==> src/rtl/servo_replay_sequencer.sv <==
// Purpose : records live 4-channel servo poses into a small table and replays them as rate-limited moves with a hold per pose.
// Latency : IDLE outputs are a 1-cycle registered copy of i_servo*; during replay each i_tick moves each channel by at most STEP.
// Backpres: none; single-cycle command pulses act immediately, and pulses that cannot act are dropped.
//
// Ports:
//   i_clk, i_rst           clock, asynchronous active-high reset
//   i_tick                 motion strobe; steps MOVE and counts HOLD
//   i_record/i_play/i_clear command pulses (IDLE priority: play > clear > record)
//   i_servo0..3            live positions from the manual controller
//   o_servo0..3            positions to the PWM generators
//   o_replaying            registered, high while in MOVE or HOLD
//   o_tot_state            number of stored poses
//   o_cur_state            index of the pose being replayed
//   o_full                 table full (combinational from the pose count)
//
// Build option: define REPLAY_LOOP_EN to restart from pose 0 after the last
// pose instead of returning to IDLE.
module servo_replay_sequencer #(
    parameter int DEPTH      = 16,
    parameter int W          = 13,
    parameter int STEP       = 5,
    parameter int HOLD_TICKS = 20
) (
    input  logic         i_clk,
    input  logic         i_rst,
    input  logic         i_tick,
    input  logic         i_record,
    input  logic         i_play,
    input  logic         i_clear,
    input  logic [W-1:0] i_servo0,
    input  logic [W-1:0] i_servo1,
    input  logic [W-1:0] i_servo2,
    input  logic [W-1:0] i_servo3,
    output logic [W-1:0] o_servo0,
    output logic [W-1:0] o_servo1,
    output logic [W-1:0] o_servo2,
    output logic [W-1:0] o_servo3,
    output logic         o_replaying,
    output logic [4:0]   o_tot_state,
    output logic [4:0]   o_cur_state,
    output logic         o_full
);

    localparam int AW = (DEPTH > 1) ? $clog2(DEPTH) : 1;
    localparam int HW = $clog2(HOLD_TICKS + 1);

    localparam logic [W-1:0]        RST_POS   = W'(150);
    localparam logic [W-1:0]        STEP_W    = W'(STEP);
    localparam logic signed [W:0]   STEP_S    = (W+1)'(STEP);
    localparam logic [4:0]          DEPTH_C   = 5'(DEPTH);
    localparam logic [HW-1:0]       HOLD_LAST = HW'(HOLD_TICKS - 1);

    typedef logic [3:0][W-1:0] pose_t;

    typedef enum logic [1:0] {
        ST_IDLE = 2'd0,
        ST_MOVE = 2'd1,
        ST_HOLD = 2'd2
    } state_t;

    state_t          state_q, state_d;
    pose_t           servo_q, servo_d;
    logic [4:0]      tot_q, tot_d;
    logic [4:0]      cur_q, cur_d;
    logic [HW-1:0]   hold_q, hold_d;
    logic            replaying_q, replaying_d;

    pose_t           pose_mem [DEPTH];
    pose_t           live_pose;
    pose_t           target;
    pose_t           stepped;
    logic signed [W:0] diff [4];
    logic            wr_en;
    logic            full;
    logic            at_target;
    logic            hold_done;
    logic            last_pose;

    assign live_pose = {i_servo3, i_servo2, i_servo1, i_servo0};
    assign full      = (tot_q == DEPTH_C);
    assign target    = pose_mem[cur_q[AW-1:0]];
    assign at_target = (servo_q == target);
    assign hold_done = (hold_q == HOLD_LAST);
    // cur+1 >= tot rather than cur == tot-1 so an empty table cannot underflow.
    assign last_pose = (5'(cur_q + 5'd1) >= tot_q);

    // One rate-limited step per channel. The W+1-bit signed difference
    // covers the full unsigned range in both directions, and a step is only
    // taken when the target is more than STEP away, so the add/subtract
    // never wraps.
    always_comb begin
        stepped = servo_q;
        for (int ch = 0; ch < 4; ch++) begin
            diff[ch] = $signed({1'b0, target[ch]}) - $signed({1'b0, servo_q[ch]});
            if (diff[ch] > STEP_S) begin
                stepped[ch] = servo_q[ch] + STEP_W;
            end else if (diff[ch] < -STEP_S) begin
                stepped[ch] = servo_q[ch] - STEP_W;
            end else begin
                stepped[ch] = target[ch];
            end
        end
    end

    // State register.
    always_ff @(posedge i_clk or posedge i_rst) begin
        if (i_rst) begin
            state_q <= ST_IDLE;
        end else begin
            state_q <= state_d;
        end
    end

    // Next-state logic.
    always_comb begin
        state_d = state_q;
        case (state_q)
            ST_IDLE: begin
                if (i_play && (tot_q != 5'd0)) begin
                    state_d = ST_MOVE;
                end
            end
            ST_MOVE: begin
                if (i_play) begin
                    state_d = ST_IDLE;
                end else if (at_target) begin
                    state_d = ST_HOLD;
                end
            end
            ST_HOLD: begin
                if (i_play) begin
                    state_d = ST_IDLE;
                end else if (i_tick && hold_done) begin
                    if (last_pose) begin
`ifdef REPLAY_LOOP_EN
                        state_d = ST_MOVE;
`else
                        state_d = ST_IDLE;
`endif
                    end else begin
                        state_d = ST_MOVE;
                    end
                end
            end
            default: state_d = ST_IDLE;
        endcase
    end

    // Output / datapath next values.
    always_comb begin
        servo_d     = servo_q;
        tot_d       = tot_q;
        cur_d       = cur_q;
        hold_d      = hold_q;
        wr_en       = 1'b0;
        replaying_d = (state_d != ST_IDLE);
        case (state_q)
            ST_IDLE: begin
                servo_d = live_pose;
                if (i_play) begin
                    // An empty table makes play a no-op; clear/record are
                    // still dropped because play outranks them.
                    if (tot_q != 5'd0) begin
                        cur_d   = 5'd0;
                        servo_d = servo_q;  // motion starts from where we are
                    end
                end else if (i_clear) begin
                    tot_d = 5'd0;
                    cur_d = 5'd0;
                end else if (i_record && !full) begin
                    wr_en = 1'b1;
                    tot_d = 5'(tot_q + 5'd1);
                end
            end
            ST_MOVE: begin
                if (!i_play) begin
                    if (at_target) begin
                        hold_d = '0;
                    end else if (i_tick) begin
                        servo_d = stepped;
                    end
                end
            end
            ST_HOLD: begin
                if (!i_play && i_tick) begin
                    if (hold_done) begin
                        hold_d = '0;
                        cur_d  = last_pose ? 5'd0 : 5'(cur_q + 5'd1);
                    end else begin
                        hold_d = HW'(hold_q + 1'b1);
                    end
                end
            end
            default: begin
                servo_d = servo_q;
            end
        endcase
    end

    always_ff @(posedge i_clk or posedge i_rst) begin
        if (i_rst) begin
            servo_q     <= {4{RST_POS}};
            tot_q       <= 5'd0;
            cur_q       <= 5'd0;
            hold_q      <= '0;
            replaying_q <= 1'b0;
        end else begin
            servo_q     <= servo_d;
            tot_q       <= tot_d;
            cur_q       <= cur_d;
            hold_q      <= hold_d;
            replaying_q <= replaying_d;
        end
    end

    // Pose table has no reset; unwritten slots are never read because
    // replay only visits indices below the pose count.
    always_ff @(posedge i_clk) begin
        if (wr_en) begin
            pose_mem[tot_q[AW-1:0]] <= live_pose;
        end
    end

    assign o_servo0    = servo_q[0];
    assign o_servo1    = servo_q[1];
    assign o_servo2    = servo_q[2];
    assign o_servo3    = servo_q[3];
    assign o_replaying = replaying_q;
    assign o_tot_state = tot_q;
    assign o_cur_state = cur_q;
    assign o_full      = full;

endmodule

==> config.mk <==
export PLATFORM = sky130hd
export DESIGN_NAME = servo_replay_sequencer
export DESIGN_NICKNAME = d
export VERILOG_FILES = /design/src/rtl/servo_replay_sequencer.sv
export SDC_FILE = /design/constraint.sdc
export NUM_CORES = 1
export LEC_CHECK = 0
export BUFFER_PORTS_ARGS = -buffer_cell sky130_fd_sc_hd__buf_2
export CORE_UTILIZATION = 45
export CTS_BUF_LIST = sky130_fd_sc_hd__clkbuf_8
export DETAILED_ROUTE_END_ITERATION = 6
export SYNTH_ARGS = -nofsm -noshare
export SYNTH_HDL_FRONTEND = slang
export SYNTH_SLANG_ARGS = --single-unit
==> constraint.sdc <==
create_clock -name i_clk -period 9.43 [get_ports i_clk]
set_input_delay 1.886 -clock i_clk [delete_from_list [all_inputs] [get_ports i_clk]]
set_output_delay 1.886 -clock i_clk [all_outputs]
set_load 0.01 [all_outputs]
==> flow_metrics.py, run 1 <==
metrics = {
    "status": {
        "status": "complete, no violations",
    },
    "finish": {
        "syn_to_final_growth_pct": 11.9,
        "fillCellCount": 7330,
        "nets": 2844,
        "seqCellArea_sq_um": 26800,
        "final_cell_count_no_fill": 4010,
        "drive_above_1_share": 0.252,
        "multi_input_area_sq_um": 13500,
        "fin_util": 0.509,
    },
    "cts": {
        "cts-resized-gates": 0,
        "cts_root_buf": "clkbuf_8",
        "tritoncts": "yes",
        "numCtsBuffers": 151,
        "cts_num_sinks": 902,
        "post-cts-setup-buffer-count": 0,
        "clk_pin_slew_ns": 0.06,
        "clock_latency_ns": 0.84,
        "cts.path.max_buffers": 3,
        "postCtsHoldBufs": 0,
        "h-tree-depth": 4,
    },
    "global_route": {
        "grt_pass1_vias": 25200,
        "met1_usage": 0.348,
        "grt.overflow.total": 0,
        "grtUsageMet3": 0.0529,
        "grt_usage": 0.250,
        "antenna_found_initial": 11,
        "grt_max_degree": 94,
        "grtUsageMet2": 0.395,
        "grt_pass1_wl_mm": 169,
        "gr-max-usage-layer": "met2",
    },
    "pwr": {
        "switching_share": 0.357,
        "share_comb_of_total_power": 0.302,
        "seqPwrFrac": 0.419,
        "power_density_nw_per_um2": 251,
        "p_int_w": 0.00741,
        "power.leakage_nw": 15.1,
        "switchingPower_w": 0.00412,
        "power.total_w": 0.0115,
        "vdd_drop_max_v": 0.000150,
        "clockPowerShare": 0.279,
    },
    "timing": {
        "worstMarginPinSlew_ns": 1.25,
        "period_needed_ns": 6.80,
        "fmax_mhz": 147,
        "final_max_slew_viol_count": 0,
        "skew_ns": 0.0446,
        "fin_setup_tns_ns": 0,
        "rsz0062_at_grt": "no",
        "hold-worst-slack_ns": 0.509,
        "maxSlewHeadroom": 0.162,
        "hold_violations": 0,
        "setup_viol": 0,
        "fin_crit_sh": 0.721,
    },
    "synthesis": {
        "yosysTopAreaCell": "edfxtp_1",
        "synth.cell_area_sq_um": 41000,
        "seq_area_frac_synth": 0.653,
        "synthArstFlopShare": 0.0776,
        "ys_ff_latch": 902,
        "synth-edff-count": 832,
        "synthTopCellsByArea": "edfxtp_1 61%, mux4_2 14%, dfrtp_1 3.3%",
        "syn-mean-instance-area_sq_um": 16.3,
        "yosys_warnings": 0,
        "synth_cell_types": 95,
        "yosysTopAreaCellShare": 0.609,
        "synthFlopType": "edfxtp_1",
        "synth_nets": 2643,
        "synthCells": 2510,
    },
    "min_path": {
        "hold_class": "reg2reg",
        "hold_path_depth": 2,
        "hold_path_end": "hold_q[4]$_DFFE_PP0P_",
        "hp-start": "hold_q[4]$_DFFE_PP0P_",
    },
    "worst_setup_path": {
        "startpoint_type": "flip-flop",
        "crit_type": "reg2reg",
        "crit_path_top_delay_cell": "dfrtp_4",
        "reg2reg_depth": 14,
        "crit_path_end_kind": "flip-flop",
        "ff2ff_setup_slack_ns": 2.63,
        "max_stage_delay_ns": 0.90,
        "required_ns": 10.08,
        "cp_max_fo": 43,
        "crit_top_cell": "mux4_2",
        "timing.rr.start": "o_cur_state[0]$_DFFE_PP0P_",
        "worstPathCellList": "buf_12 > buf_4 > mux4_2 > mux4_2 > ha_1 > a21o_1 > o31a_1 > o41ai_1 > a2111oi_2 > and3_1 > nor2_1 > a221oi_1 > o21ai_0 > o211ai_1",
        "r2r-end": "o_servo0[9]$_DFFE_PP0P_",
        "crit_arrival_ns": 7.45,
    },
    "detailed_routing": {
        "vias": 25100,
        "drt-initial-drc-count": 2887,
        "postRouteAntennaNets": 0,
        "wl_mm": 115,
        "post_drt_wl_per_cell_microns": 28.6,
        "dr.pass1.iters": 6,
        "drc": 0,
        "routed_via_density": 6.25,
    },
    "floorplanning": {
        "initial_utilization": 0.455,
        "core_area_sq_um": 90100,
        "die_width_microns": 304,
        "dieArea_sq_um": 92300,
        "die_h_microns": 304,
        "pin_count": 122,
        "fp-row-count": 110,
    },
    "place": {
        "placedCellCount": 3734,
        "place_congestion": 0.911,
        "hpwl_mm": 70.2,
        "port_buffers": 121,
    },
    "flow_run": {
        "max_cap_violations": 0,
    },
}
## critical path, delay by kind of cell (launching register included)
kind                       cells  cell delay, ns
adders and majority gates      1            0.42
buffers and inverters          2            1.00
and+or+nand+nor                2            1.21
AOI/OAI and AO/OA              7            1.85
DFF                            1            0.90
muxes                          2            1.13
## Yosys cell counts (25+ instances only)
cell      instances
mux4_2          256
dfrtp_1          54
nand2_1          93
a21o_1           25
nand2b_1         27
or3_1            26
nand3_1          70
buf_2            35
nor3_1           63
nor2_1          105
clkbuf_1         83
ha_1             71
a21oi_1          76
xnor2_1          44
o211ai_1         25
o21ai_0         101
inv_1            93
a31oi_1          26
edfxtp_1        832
nand4_1          26
## power by group through the flow
stage,clock (W),sequential [W],combinational (W)
after detailed placement,0,0.00491,0.00340
after CTS,0.00329,0.00483,0.00342
final,0.00322,0.00484,0.00348
after floorplan,0,0.00485,0.00234
after global routing,0.00345,0.00486,0.00377
after global placement,0,0.00490,0.00337
## cell usage in the layout, fill, tap and decap left out, drive strengths merged, types with 13 or more instances in the layout
| cell type | instances |
|---|---|
| edfxtp | 832 |
| mux4 | 256 |
| buf | 174 |
| clkbuf | 159 |
| inv | 146 |
| o21ai | 108 |
| nor2 | 106 |
| nand2 | 93 |
| a21oi | 79 |
| ha | 71 |
| nand3 | 70 |
| nor3 | 63 |
| clkinv | 58 |
| dfrtp | 54 |
| xnor2 | 44 |
| nand4 | 27 |
| nand2b | 27 |
| or3 | 26 |
| a31oi | 26 |
| o211ai | 25 |
| a21o | 25 |
| nor4 | 21 |
| a221oi | 21 |
| mux2i | 19 |
| o221ai | 17 |
| nor2b | 17 |
| dfstp | 16 |
| or2 | 15 |
| o21a | 14 |
| and2 | 14 |
| a211oi | 14 |
| mux2 | 14 |
| and3 | 13 |
| a22oi | 13 |
## metal layers
| metal | share of wire | vias up |
|---|---|---|
| li1 | - | 10700 |
| met1 | 0.43 | 13100 |
| met2 | 0.48 | 1088 |
| met3 | 0.075 | 181 |
| met4 | 0.021 | 0 |
| met5 | 0 | - |
## cells by family after synthesis
| family | count (synthesis) | share of synthesized area |
|---|---|---|
| flops | 902 | 0.653 |
| simple gates | 519 | 0.0654 |
| compound gates | 447 | 0.0750 |
| mux | 289 | 0.149 |
| buf+inv | 223 | 0.0226 |
| fa+ha+maj | 75 | 0.0236 |
| xor+xnor | 55 | 0.0117 |
## metrics by stage
| step | area (sq um) | setup slack [ns] |
|---|---|---|
| final | 45900 | 2.63 |
| after global routing | 45900 | 2.27 |
| after CTS | 45900 | 2.65 |
| after detailed placement | 43100 | 2.71 |
| after global placement | 43100 | 2.81 |
| after floorplan | 41000 | 2.79 |
## area by class of cell
cell class	count	area share
inverter	97	0.00796
clock inverter	113	0.0127
antenna	4	0.000218
timing repair buffer	174	0.0227
multi-input combinational	1385	0.293
clock buffer	159	0.0477
tap	1176	0.0321
sequential	902	0.583
## sequential cells by signal, summed over array words and instances (netlist names)
| signal | flops |
|---|---|
| hold_q | 5 |
| o_cur_state | 5 |
| o_replaying | 1 |
| o_servo0 | 13 |
| o_servo1 | 13 |
| o_servo2 | 13 |
| o_servo3 | 13 |
| o_tot_state | 5 |
| pose_mem | 832 |
| state_q | 2 |
## how the worst max path moves through the flow
stage	slack, ns	endpoint	start
CTS	2.65	o_servo0[9]$_DFFE_PP0P_	o_cur_state[0]$_DFFE_PP0P_
global placement	2.81	o_servo0[12]$_DFFE_PP0P_	o_cur_state[0]$_DFFE_PP0P_
finish	2.63	o_servo0[9]$_DFFE_PP0P_	o_cur_state[0]$_DFFE_PP0P_
floorplan	2.79	pose_mem[0][0]$_DFFE_PP_	i_play
global route	2.27	o_servo0[9]$_DFFE_PP0P_	o_cur_state[0]$_DFFE_PP0P_
detailed placement	2.71	o_servo0[5]$_DFFE_PP0P_	o_cur_state[0]$_DFFE_PP0P_
No activity file was read; power rests on OpenSTA's default activity.
==> run 2, diff against run 1 <==
==> constraint.sdc (replaced) <==
create_clock -name i_clk -period 6.96 [get_ports i_clk]
set_input_delay 1.392 -clock i_clk [delete_from_list [all_inputs] [get_ports i_clk]]
set_output_delay 1.392 -clock i_clk [all_outputs]
set_load 0.01 [all_outputs]
==> run 2 against run 1 <==
Maximum frequency rose by 14%. Power increased by 40%. Worst setup slack worse by 1.7 ns. Combinational power grew 37%. Worst hold slack worse by 0.0027 ns. Utilization rose by 0.53 points.
==> flow_metrics.py, run 2 (synthesis results as in run 1) <==
metrics = {
    "status": {
        "status": "complete, no violations",
    },
    "timing": {
        "fin_setup_tns_ns": 0,
        "hold_violations": 0,
        "worstMarginPinSlew_ns": 1.31,
        "final_max_slew_viol_count": 0,
        "fin_crit_sh": 0.860,
        "skew_ns": 0.0426,
        "setup_viol": 0,
        "rsz0062_at_grt": "no",
        "fmax_mhz": 167,
        "period_needed_ns": 5.98,
        "maxSlewHeadroom": 0.123,
    },
    "floorplanning": {
        "die_width_microns": 304,
        "pin_count": 122,
        "core_area_sq_um": 90100,
        "fp-row-count": 110,
        "dieArea_sq_um": 92300,
        "die_h_microns": 304,
        "initial_utilization": 0.455,
    },
    "detailed_routing": {
        "postRouteAntennaNets": 0,
        "drt-initial-drc-count": 2759,
        "wl_mm": 119,
        "dr.pass1.iters": 6,
        "vias": 25400,
        "post_drt_wl_per_cell_microns": 29.6,
        "routed_via_density": 6.31,
        "drc": 0,
    },
    "worst_setup_path": {
        "crit_arrival_ns": 6.75,
        "cp-startpoint": "o_cur_state[0]$_DFFE_PP0P_",
        "cp_max_fo": 65,
        "crit_path_end_kind": "flip-flop",
        "startpoint_type": "flip-flop",
        "crit_type": "reg2reg",
        "timing.rr.start": "o_cur_state[0]$_DFFE_PP0P_",
        "required_ns": 7.72,
    },
    "finish": {
        "final_cell_mix": "832 x edfxtp_1, 256 x mux4_2, 158 x clkbuf_8",
        "final_cell_count_no_fill": 4033,
        "seqCellArea_sq_um": 26800,
        "largest_reg_flops": 832,
        "mostFrequentLayoutCell": "edfxtp_1",
        "multi_input_area_sq_um": 13500,
        "syn_to_final_growth_pct": 13.1,
        "fillCellCount": 7304,
        "drive_above_1_share": 0.258,
        "nets": 2858,
    },
    "global_route": {
        "antenna_found_initial": 15,
        "grt_pass1_vias": 25500,
        "grt.overflow.total": 0,
        "grt_usage": 0.260,
        "grt_pass1_wl_mm": 174,
        "grt_max_degree": 66,
    },
    "pwr": {
        "power_density_nw_per_um2": 349,
        "vdd_drop_max_v": 0.000195,
        "clockPowerShare": 0.299,
        "power.leakage_nw": 15.3,
        "share_comb_of_total_power": 0.294,
        "switchingPower_w": 0.00571,
        "seqPwrFrac": 0.407,
        "switching_share": 0.353,
        "p_int_w": 0.0105,
    },
    "cts": {
        "post-cts-setup-buffer-count": 0,
        "cts-resized-gates": 0,
        "cts_num_sinks": 902,
        "h-tree-depth": 4,
        "clk_pin_slew_ns": 0.06,
        "numCtsBuffers": 154,
        "tritoncts": "yes",
        "cts.path.max_buffers": 3,
        "cts_root_buf": "clkbuf_8",
        "clock_latency_ns": 0.84,
        "postCtsHoldBufs": 0,
    },
    "flow_run": {
        "max_cap_violations": 0,
    },
    "min_path": {
        "hp-start": "hold_q[4]$_DFFE_PP0P_",
        "hold_class": "reg2reg",
    },
    "place": {
        "placedCellCount": 3745,
        "port_buffers": 121,
        "hpwl_mm": 73.9,
        "place_congestion": 0.904,
    },
}
[run 2: cell types whose count changed in the layout (fill, tap and decap cells not counted), sizes merged]
cell / previous run / this run
buf: 174 / 185
bufinv: 2 / 12
clkbuf: 159 / 158
clkinv: 58 / 60
clkinvlp: 4 / 7
inv: 146 / 144
[run 2: metrics by stage]
step                setup WS, ns  power, W  hold slack, ns   util  area [sq um]
CTS                         1.08    0.0162           0.508  0.514         46400
detailed placement          1.11    0.0113           0.495  0.480         43200
global placement            1.10    0.0113           0.466  0.480         43200
floorplan                  0.809   0.00974           0.450      -         41000
finish                     0.977    0.0162           0.507  0.514         46400
global route               0.604    0.0169           0.524  0.514         46400
[run 2: metal layers]
layer	global-route usage	part of all wire	up-vias
li1	-	-	10700
met1	0.364	0.42	13200
met2	0.410	0.47	1245
met3	0.0539	0.080	243
met4	0.0819	0.027	6
met5	0	0.00028	-
[run 2: area by class of cell]
| type | count | share of cell area |
|---|---|---|
| sequential | 902 | 0.577 |
| multi-input combinational | 1385 | 0.290 |
| clock buffer | 158 | 0.0469 |
| tap | 1176 | 0.0317 |
| timing repair buffer | 185 | 0.0253 |
| clock inverter | 126 | 0.0203 |
| inverter | 97 | 0.00788 |
| antenna | 4 | 0.000216 |
[run 2: power by group through the flow]
stage | sequential (W) | clock (W) | combinational, W
after floorplan | 0.00657 | 0 | 0.00317
after global placement | 0.00666 | 0 | 0.00463
after detailed placement | 0.00667 | 0 | 0.00465
after CTS | 0.00656 | 0.00494 | 0.00468
after global routing | 0.00660 | 0.00516 | 0.00517
final | 0.00658 | 0.00483 | 0.00476
[run 2: worst max-delay path, stage by stage (launching register included)]
cell and delay, ns:
dfrtp_4 0.47, buf_12 0.40, mux4_2 0.58, mux2_2 0.27, o21ai_0 0.45, ha_1 0.30, fa_1 0.23, nor2b_1 0.10
o211ai_1 0.26, a21oi_1 0.11, o311ai_1 0.54, a311o_1 0.28, a2111oi_2 0.09, nor2_1 0.79, nand2_1 0.23, a21oi_1 0.51
a211o_1 0.17
[run 2: worst paths after layout]
check / slack, ns / endpoint / cells after the start
setup / recovery: 0.98 / o_servo2[9]$_DFFE_PP0P_ / 16
hold / removal: 0.51 / hold_q[4]$_DFFE_PP0P_ / 2
setup reg to reg: 0.98 / o_servo2[9]$_DFFE_PP0P_ / 16
hold reg to reg: 0.51 / hold_q[4]$_DFFE_PP0P_ / 2
max in group asynchronous: 5.02 / o_cur_state[0]$_DFFE_PP0P_ / 3
min in group asynchronous: 0.65 / o_servo1[9]$_DFFE_PP0P_ / 2
